===== config.mk =====
export PLATFORM = sky130hd
export DESIGN_NAME = sync_fifo_param
export DESIGN_NICKNAME = d
export VERILOG_FILES = /design/src/rtl/fifo_pkg.sv /design/src/rtl/fifo_mem.sv /design/src/rtl/sync_fifo_param.sv
export SDC_FILE = /design/constraint.sdc
export NUM_CORES = 1
export LEC_CHECK = 0
export CAP_MARGIN = 15
export CORE_AREA = 2 2 140 142
export CTS_BUF_LIST = sky130_fd_sc_hd__clkbuf_2 sky130_fd_sc_hd__clkbuf_4 sky130_fd_sc_hd__clkbuf_8
export CTS_CLUSTER_DIAMETER = 50
export DETAILED_ROUTE_END_ITERATION = 8
export DIE_AREA = 0 0 142 144
export PLACE_DENSITY = 0.88
export RECOVER_POWER = 25
export SYNTH_ARGS = -nofsm -noshare
export SYNTH_HDL_FRONTEND = slang
export SYNTH_SLANG_ARGS = --single-unit

===== constraint.sdc =====
create_clock -name clk_i -period 6.6 [get_ports clk_i]
set_clock_uncertainty 0.05 [all_clocks]
set_input_delay 1.32 -clock clk_i [delete_from_list [all_inputs] [get_ports clk_i]]
set_output_delay 1.32 -clock clk_i [all_outputs]
set_load 0.01 [all_outputs]

===== src/rtl/fifo_pkg.sv =====
// Shared sizing and pointer-wrap helpers for the parametrised FIFO family.
package fifo_pkg;

  function automatic int f_ptr_w(input int depth);
    return (depth < 2) ? 1 : $clog2(depth);
  endfunction

  function automatic int f_cnt_w(input int depth);
    return $clog2(depth + 1);
  endfunction

  // Explicit wrap so any depth works, not only powers of two.
  function automatic logic [31:0] f_ptr_inc(input logic [31:0] ptr, input int depth);
    return (ptr == 32'(depth - 1)) ? 32'd0 : ptr + 32'd1;
  endfunction

endpackage


===== src/rtl/fifo_mem.sv =====
// Simple dual-port register array: synchronous write, asynchronous read.
module fifo_mem
  import fifo_pkg::*;
#(
  parameter int WIDTH = 16,
  parameter int DEPTH = 16,
  parameter int PW    = f_ptr_w(DEPTH)
) (
  input  logic             clk_i,
  input  logic             we_i,
  input  logic [PW-1:0]    waddr_i,
  input  logic [WIDTH-1:0] wdata_i,
  input  logic [PW-1:0]    raddr_i,
  output logic [WIDTH-1:0] rdata_o
);

  logic [WIDTH-1:0] mem_q [DEPTH];

  always_ff @(posedge clk_i) begin
    if (we_i) begin
      mem_q[waddr_i] <= wdata_i;
    end
  end

  assign rdata_o = mem_q[raddr_i];

endmodule


===== src/rtl/sync_fifo_param.sv =====
// Single-clock FIFO with arbitrary depth, occupancy count, programmable
// almost flags, synchronous flush and selectable FWFT read stage.
module sync_fifo_param
  import fifo_pkg::*;
#(
  parameter int WIDTH     = 16,
  parameter int DEPTH     = 16,
  parameter int AFULL_TH  = DEPTH - 2,
  parameter int AEMPTY_TH = 2,
  parameter int FWFT      = 0,
  parameter int CW        = f_cnt_w(DEPTH)
) (
  input  logic             clk_i,
  input  logic             rst_ni,
  input  logic             flush_i,
  input  logic             wr_en_i,
  input  logic [WIDTH-1:0] wdata_i,
  input  logic             rd_en_i,
  output logic [WIDTH-1:0] rdata_o,
  output logic             rvalid_o,
  output logic             full_o,
  output logic             empty_o,
  output logic             almost_full_o,
  output logic             almost_empty_o,
  output logic [CW-1:0]    count_o,
  output logic             overflow_o,
  output logic             underflow_o
);

  localparam int            PW       = f_ptr_w(DEPTH);
  localparam logic [CW-1:0] DEPTH_C  = CW'(DEPTH);
  localparam logic [CW-1:0] AFULL_C  = CW'(AFULL_TH);
  localparam logic [CW-1:0] AEMPTY_C = CW'(AEMPTY_TH);

  logic [PW-1:0]    wr_ptr_q, wr_ptr_d, rd_ptr_q, rd_ptr_d;
  logic [CW-1:0]    count_q, count_d;
  logic             overflow_q, overflow_d, underflow_q, underflow_d;
  logic             empty, full, wr_acc, rd_acc;
  logic [WIDTH-1:0] mem_rdata;

  assign empty = (count_q == '0);
  assign full  = (count_q == DEPTH_C);

  // Handshake: wr_en_i/rd_en_i are requests sampled every edge; a request is
  // taken when its accept term is high, otherwise it raises a one-cycle
  // overflow/underflow pulse. A write into a full FIFO is taken only if a read
  // frees a slot on the same edge. flush_i suppresses both requests.
  always_comb begin
    rd_acc      = rd_en_i & ~empty & ~flush_i;
    wr_acc      = wr_en_i & (~full | rd_acc) & ~flush_i;
    wr_ptr_d    = wr_ptr_q;
    rd_ptr_d    = rd_ptr_q;
    count_d     = count_q;
    overflow_d  = 1'b0;
    underflow_d = 1'b0;
    if (flush_i) begin
      wr_ptr_d = '0;
      rd_ptr_d = '0;
      count_d  = '0;
    end else begin
      if (wr_acc) wr_ptr_d = PW'(f_ptr_inc(32'(wr_ptr_q), DEPTH));
      if (rd_acc) rd_ptr_d = PW'(f_ptr_inc(32'(rd_ptr_q), DEPTH));
      case ({wr_acc, rd_acc})
        2'b10:   count_d = count_q + CW'(1);
        2'b01:   count_d = count_q - CW'(1);
        default: count_d = count_q;
      endcase
      overflow_d  = wr_en_i & ~wr_acc;
      underflow_d = rd_en_i & ~rd_acc;
    end
  end

  always_ff @(posedge clk_i) begin
    if (!rst_ni) begin
      wr_ptr_q    <= '0;
      rd_ptr_q    <= '0;
      count_q     <= '0;
      overflow_q  <= 1'b0;
      underflow_q <= 1'b0;
    end else begin
      wr_ptr_q    <= wr_ptr_d;
      rd_ptr_q    <= rd_ptr_d;
      count_q     <= count_d;
      overflow_q  <= overflow_d;
      underflow_q <= underflow_d;
    end
  end

  fifo_mem #(
    .WIDTH (WIDTH),
    .DEPTH (DEPTH),
    .PW    (PW)
  ) u_mem (
    .clk_i   (clk_i),
    .we_i    (wr_acc),
    .waddr_i (wr_ptr_q),
    .wdata_i (wdata_i),
    .raddr_i (rd_ptr_q),
    .rdata_o (mem_rdata)
  );

  generate
    if (FWFT != 0) begin : g_fwft
      // Head word is shown directly; zero while empty so stale memory never leaks.
      assign rvalid_o = ~empty;
      assign rdata_o  = empty ? '0 : mem_rdata;
    end else begin : g_std
      logic [WIDTH-1:0] rdata_q, rdata_d;
      logic             rvalid_q, rvalid_d;

      always_comb begin
        rdata_d  = rd_acc ? mem_rdata : rdata_q;
        rvalid_d = rd_acc;
      end

      always_ff @(posedge clk_i) begin
        if (!rst_ni) begin
          rdata_q  <= '0;
          rvalid_q <= 1'b0;
        end else begin
          rdata_q  <= rdata_d;
          rvalid_q <= rvalid_d;
        end
      end

      assign rdata_o  = rdata_q;
      assign rvalid_o = rvalid_q;
    end
  endgenerate

  assign full_o         = full;
  assign empty_o        = empty;
  assign almost_full_o  = (count_q >= AFULL_C);
  assign almost_empty_o = (count_q <= AEMPTY_C);
  assign count_o        = count_q;
  assign overflow_o     = overflow_q;
  assign underflow_o    = underflow_q;

endmodule


==> results by group <==
CTS
  – Max clock buf depth: 3
  – Post-CTS Hold Buffers: 0
  – H-tree depth: 2
  – Post-CTS setup buffer count: 0
  – Post-CTS sizing: 0
  – Num Clock Sinks: 288
  – Clock root cell: clkbuf_8
  – CTS tree: built
  – Num CTS Buffers: 44
  – Clk Latency, worst-skew pair: 0.54 ns
  – Clock slew at reported path FFs: 0.06 ns

Logic synthesis
  – Yosys cell types: 41
  – Mapped cell area: 11100 µm²
  – Largest family of logic cells by synthesized area: multiplexers
  – Post-synthesis compound-gate area fraction: 0.05770
  – Syn_nets: 656
  – Synth warn: 0
  – Avg Inst Size Synth: 17.76 µm²
  – XOR/XNOR share of the synthesized area: 0.004733
  – Mapped Cells: 625
  – Synth Area in Simple Gates: 0.03494
  – Post-synthesis mux area share: 0.1235
  – Adder-cell area share of the yosys netlist: 0.01195
  – Sequential share of the synthesized area: 0.7501
  – Yosys reg bits: 288

Route
  – Highest routed metal layer: met4
  – Wire per inst: 24.64 µm
  – DRT iter0 DRCs: 713
  – Pre-antenna DRT Iters: 5
  – Post-route ant nets: 0
  – Residual DRC: 0
  – DR WL met3: 1839 µm
  – Post-Route WL: 24120 µm
  – Met1 WL: 9017 µm
  – Met2 wire len: 12340 µm
  – Number of vias per cell: 6.329
  – Vias: 6196

Outcome
  – Status: completed

Global route
  – Vias in the first global route: 6329
  – Initial antenna violation count: 0
  – Gr usage total: 0.2416
  – First-pass GRT wire length: 36390 µm
  – Largest net degree at the start of global routing: 52
  – Overflow left after global routing: 0

Job
  – Max cap viols: 0

STA
  – Worst-Margin Slew: 1.139 ns
  – RSZ-0062 raised after global routing: no
  – Final hold vios: 0
  – Slew HR: 0.2406
  – Final setup vio count: 0
  – Final Slew Violations: 0
  – Sum Neg Setup Slack: 0 ns
  – Fmax: 260.4 MHz
  – Tcrit/Tclk final: 0.5818
  – Min Tclk post-route: 3.840 ns

Place
  – Placed Area: 11910 µm²
  – Detailed placement HPWL: 15040 µm
  – Number of port buffers: 48
  – Gpl congestion: 0.8343

Setup path
  – CP Max Fanout: 36
  – Crit path arrival time: 4.26 ns
  – Crit-path leading delay family: buffers and inverters
  – Critical Path End Type: flip-flop
  – Slowest stage cell, crit path: clkdlybuf4s50_1
  – Critical Path RT: 7.02 ns
  – CP Buf/Inv Count: 4
  – Highest cell delay on the worst timing path: 0.54 ns
  – Worst path cell trace: clkdlybuf4s50_1 > inv_1 > a211oi_4 > buf_4 > ha_1 > inv_1 > fa_1 > nor2b_1 > o21ai_0 > a211oi_1 > o21ai_0 > a21oi_1
  – Startpoint types: input pin
  – CP Class: in -> reg

Pwr
  – PwrDens: 275.2 nW/µm²
  – Total power: 3520 µW
  – Pleak: 0.003963 µW
  – Maximum vdd drop: 0.1946 mV

Floorplan
  – Die width: 142 µm
  – I/O pin count: 49
  – Initial Utilization: 0.5819
  – Die ar.: 20450 µm²
  – Die Y: 144 µm
  – Core ar.: 19080 µm²
  – Row count: 51

Finish
  – Most common cell after layout, fill and taps aside: edfxtp_1
  – Number of diodes: 0
  – Finished Cell Area: 12790 µm²
  – Layout cell share with drive strength beyond 1: 0.1768
  – Layout area overhead: 15.18%
  – Most frequent cells in the layout: edfxtp_1, mux2i_1, clkbuf_8, clkdlybuf4s50_1
  – Nets@finish: 738

Min path
  – Hold Crit Class: reg -> reg
[report_power, final]
group          switching [µW]  internal [µW]
Sequential               6.21           1990
Combinational            53.1           30.8
Clock                     650            788
Total                     709           2810
[cells by family (layout without fill, tap and decap cells)]
group,after synthesis,after routing
buf+inv,44,160
fa+ha+maj,10,10
mux,97,97
flops,288,288
xor+xnor,6,6
simple gates,81,81
compound gates,99,99
[Yosys cell counts, drive strengths merged]
cell type    n  share of area
a2111oi      1        0.00079
a211oi      18          0.013
a21o         1        0.00079
a21oi        8         0.0036
a31oi       18          0.011
and2         1        0.00068
and3         1        0.00056
buf         19         0.0086
clkbuf      14         0.0047
dfxtp       32          0.058
edfxtp     256           0.69
fa           1         0.0018
ha           9          0.010
inv         11         0.0037
mux2i       65          0.059
mux4        32          0.065
nand2       25         0.0085
nand2b       5         0.0028
nand3        4         0.0018
nand3b       2         0.0014
nand4        1        0.00056
nor2        28         0.0095
nor2b        3         0.0017
nor3         5         0.0023
nor4         2         0.0025
nor4b        1        0.00079
o21ai       20         0.0090
o22ai       32          0.018
o31ai        1        0.00068
or3          1        0.00056
or3b         1        0.00079
or4          1        0.00068
xnor2        1        0.00079
xor2         5         0.0039
[stage by stage]
step | setup slack (ns) | utilization | hold WS [ns] | instances
floorplan | 3.034 | - | 0.4857 | 625
global placement | 2.409 | 0.6233 | 0.4852 | 896
detailed placement | 2.265 | 0.6243 | 0.4973 | 898
CTS | 2.805 | 0.6698 | 0.5090 | 978
global route | 2.461 | 0.6702 | 0.5411 | 979
finish | 2.760 | 0.6702 | 0.5163 | 979
[flip-flops by register name (all words and copies together), names as in the netlist]
signal,cells
rdata_o,16
count_o,5
rvalid_o,1
underflow_o,1
overflow_o,1
rd_ptr_q,4
u_mem.mem_q,256
wr_ptr_q,4
[layout make-up]
type,instances,area [µm²]
clock inverters,23,152.6
flip-flops and latches,288,8333
well taps,238,297.8
inverters,11,41.29
repair buffers,69,641.9
clock buffers,57,715.7
fillers,1177,6292
multi-input cells,293,2605
[metal layers]
layer / global-route usage / up-vias
met5: 0 / -
met4: 0.1058 / 0
met3: 0.05199 / 55
met2: 0.4137 / 344
met1: 0.3006 / 3133
li1: - / 2664
[path summary, 6_finish.rpt]
kind               from          to  slack, ns  depth (start not counted)
min reg2reg  rdata_o[8]  rdata_o[8]       0.52                          2
max reg2reg  count_o[0]  count_o[4]       3.44                         10
min          rdata_o[8]  rdata_o[8]       0.52                          2
max             rd_en_i  count_o[4]       2.76                         12
[worst register-to-register path, delay by kind of cell (launching register included)]
kind | cells | cell delay (ns)
and+or+nand+nor | 3 | 1.09
AOI/OAI and AO/OA | 4 | 0.64
adders and majority gates | 2 | 0.64
DFF | 1 | 0.39
buffers and inverters | 1 | 0.26
(Power assumes the default switching activity.)
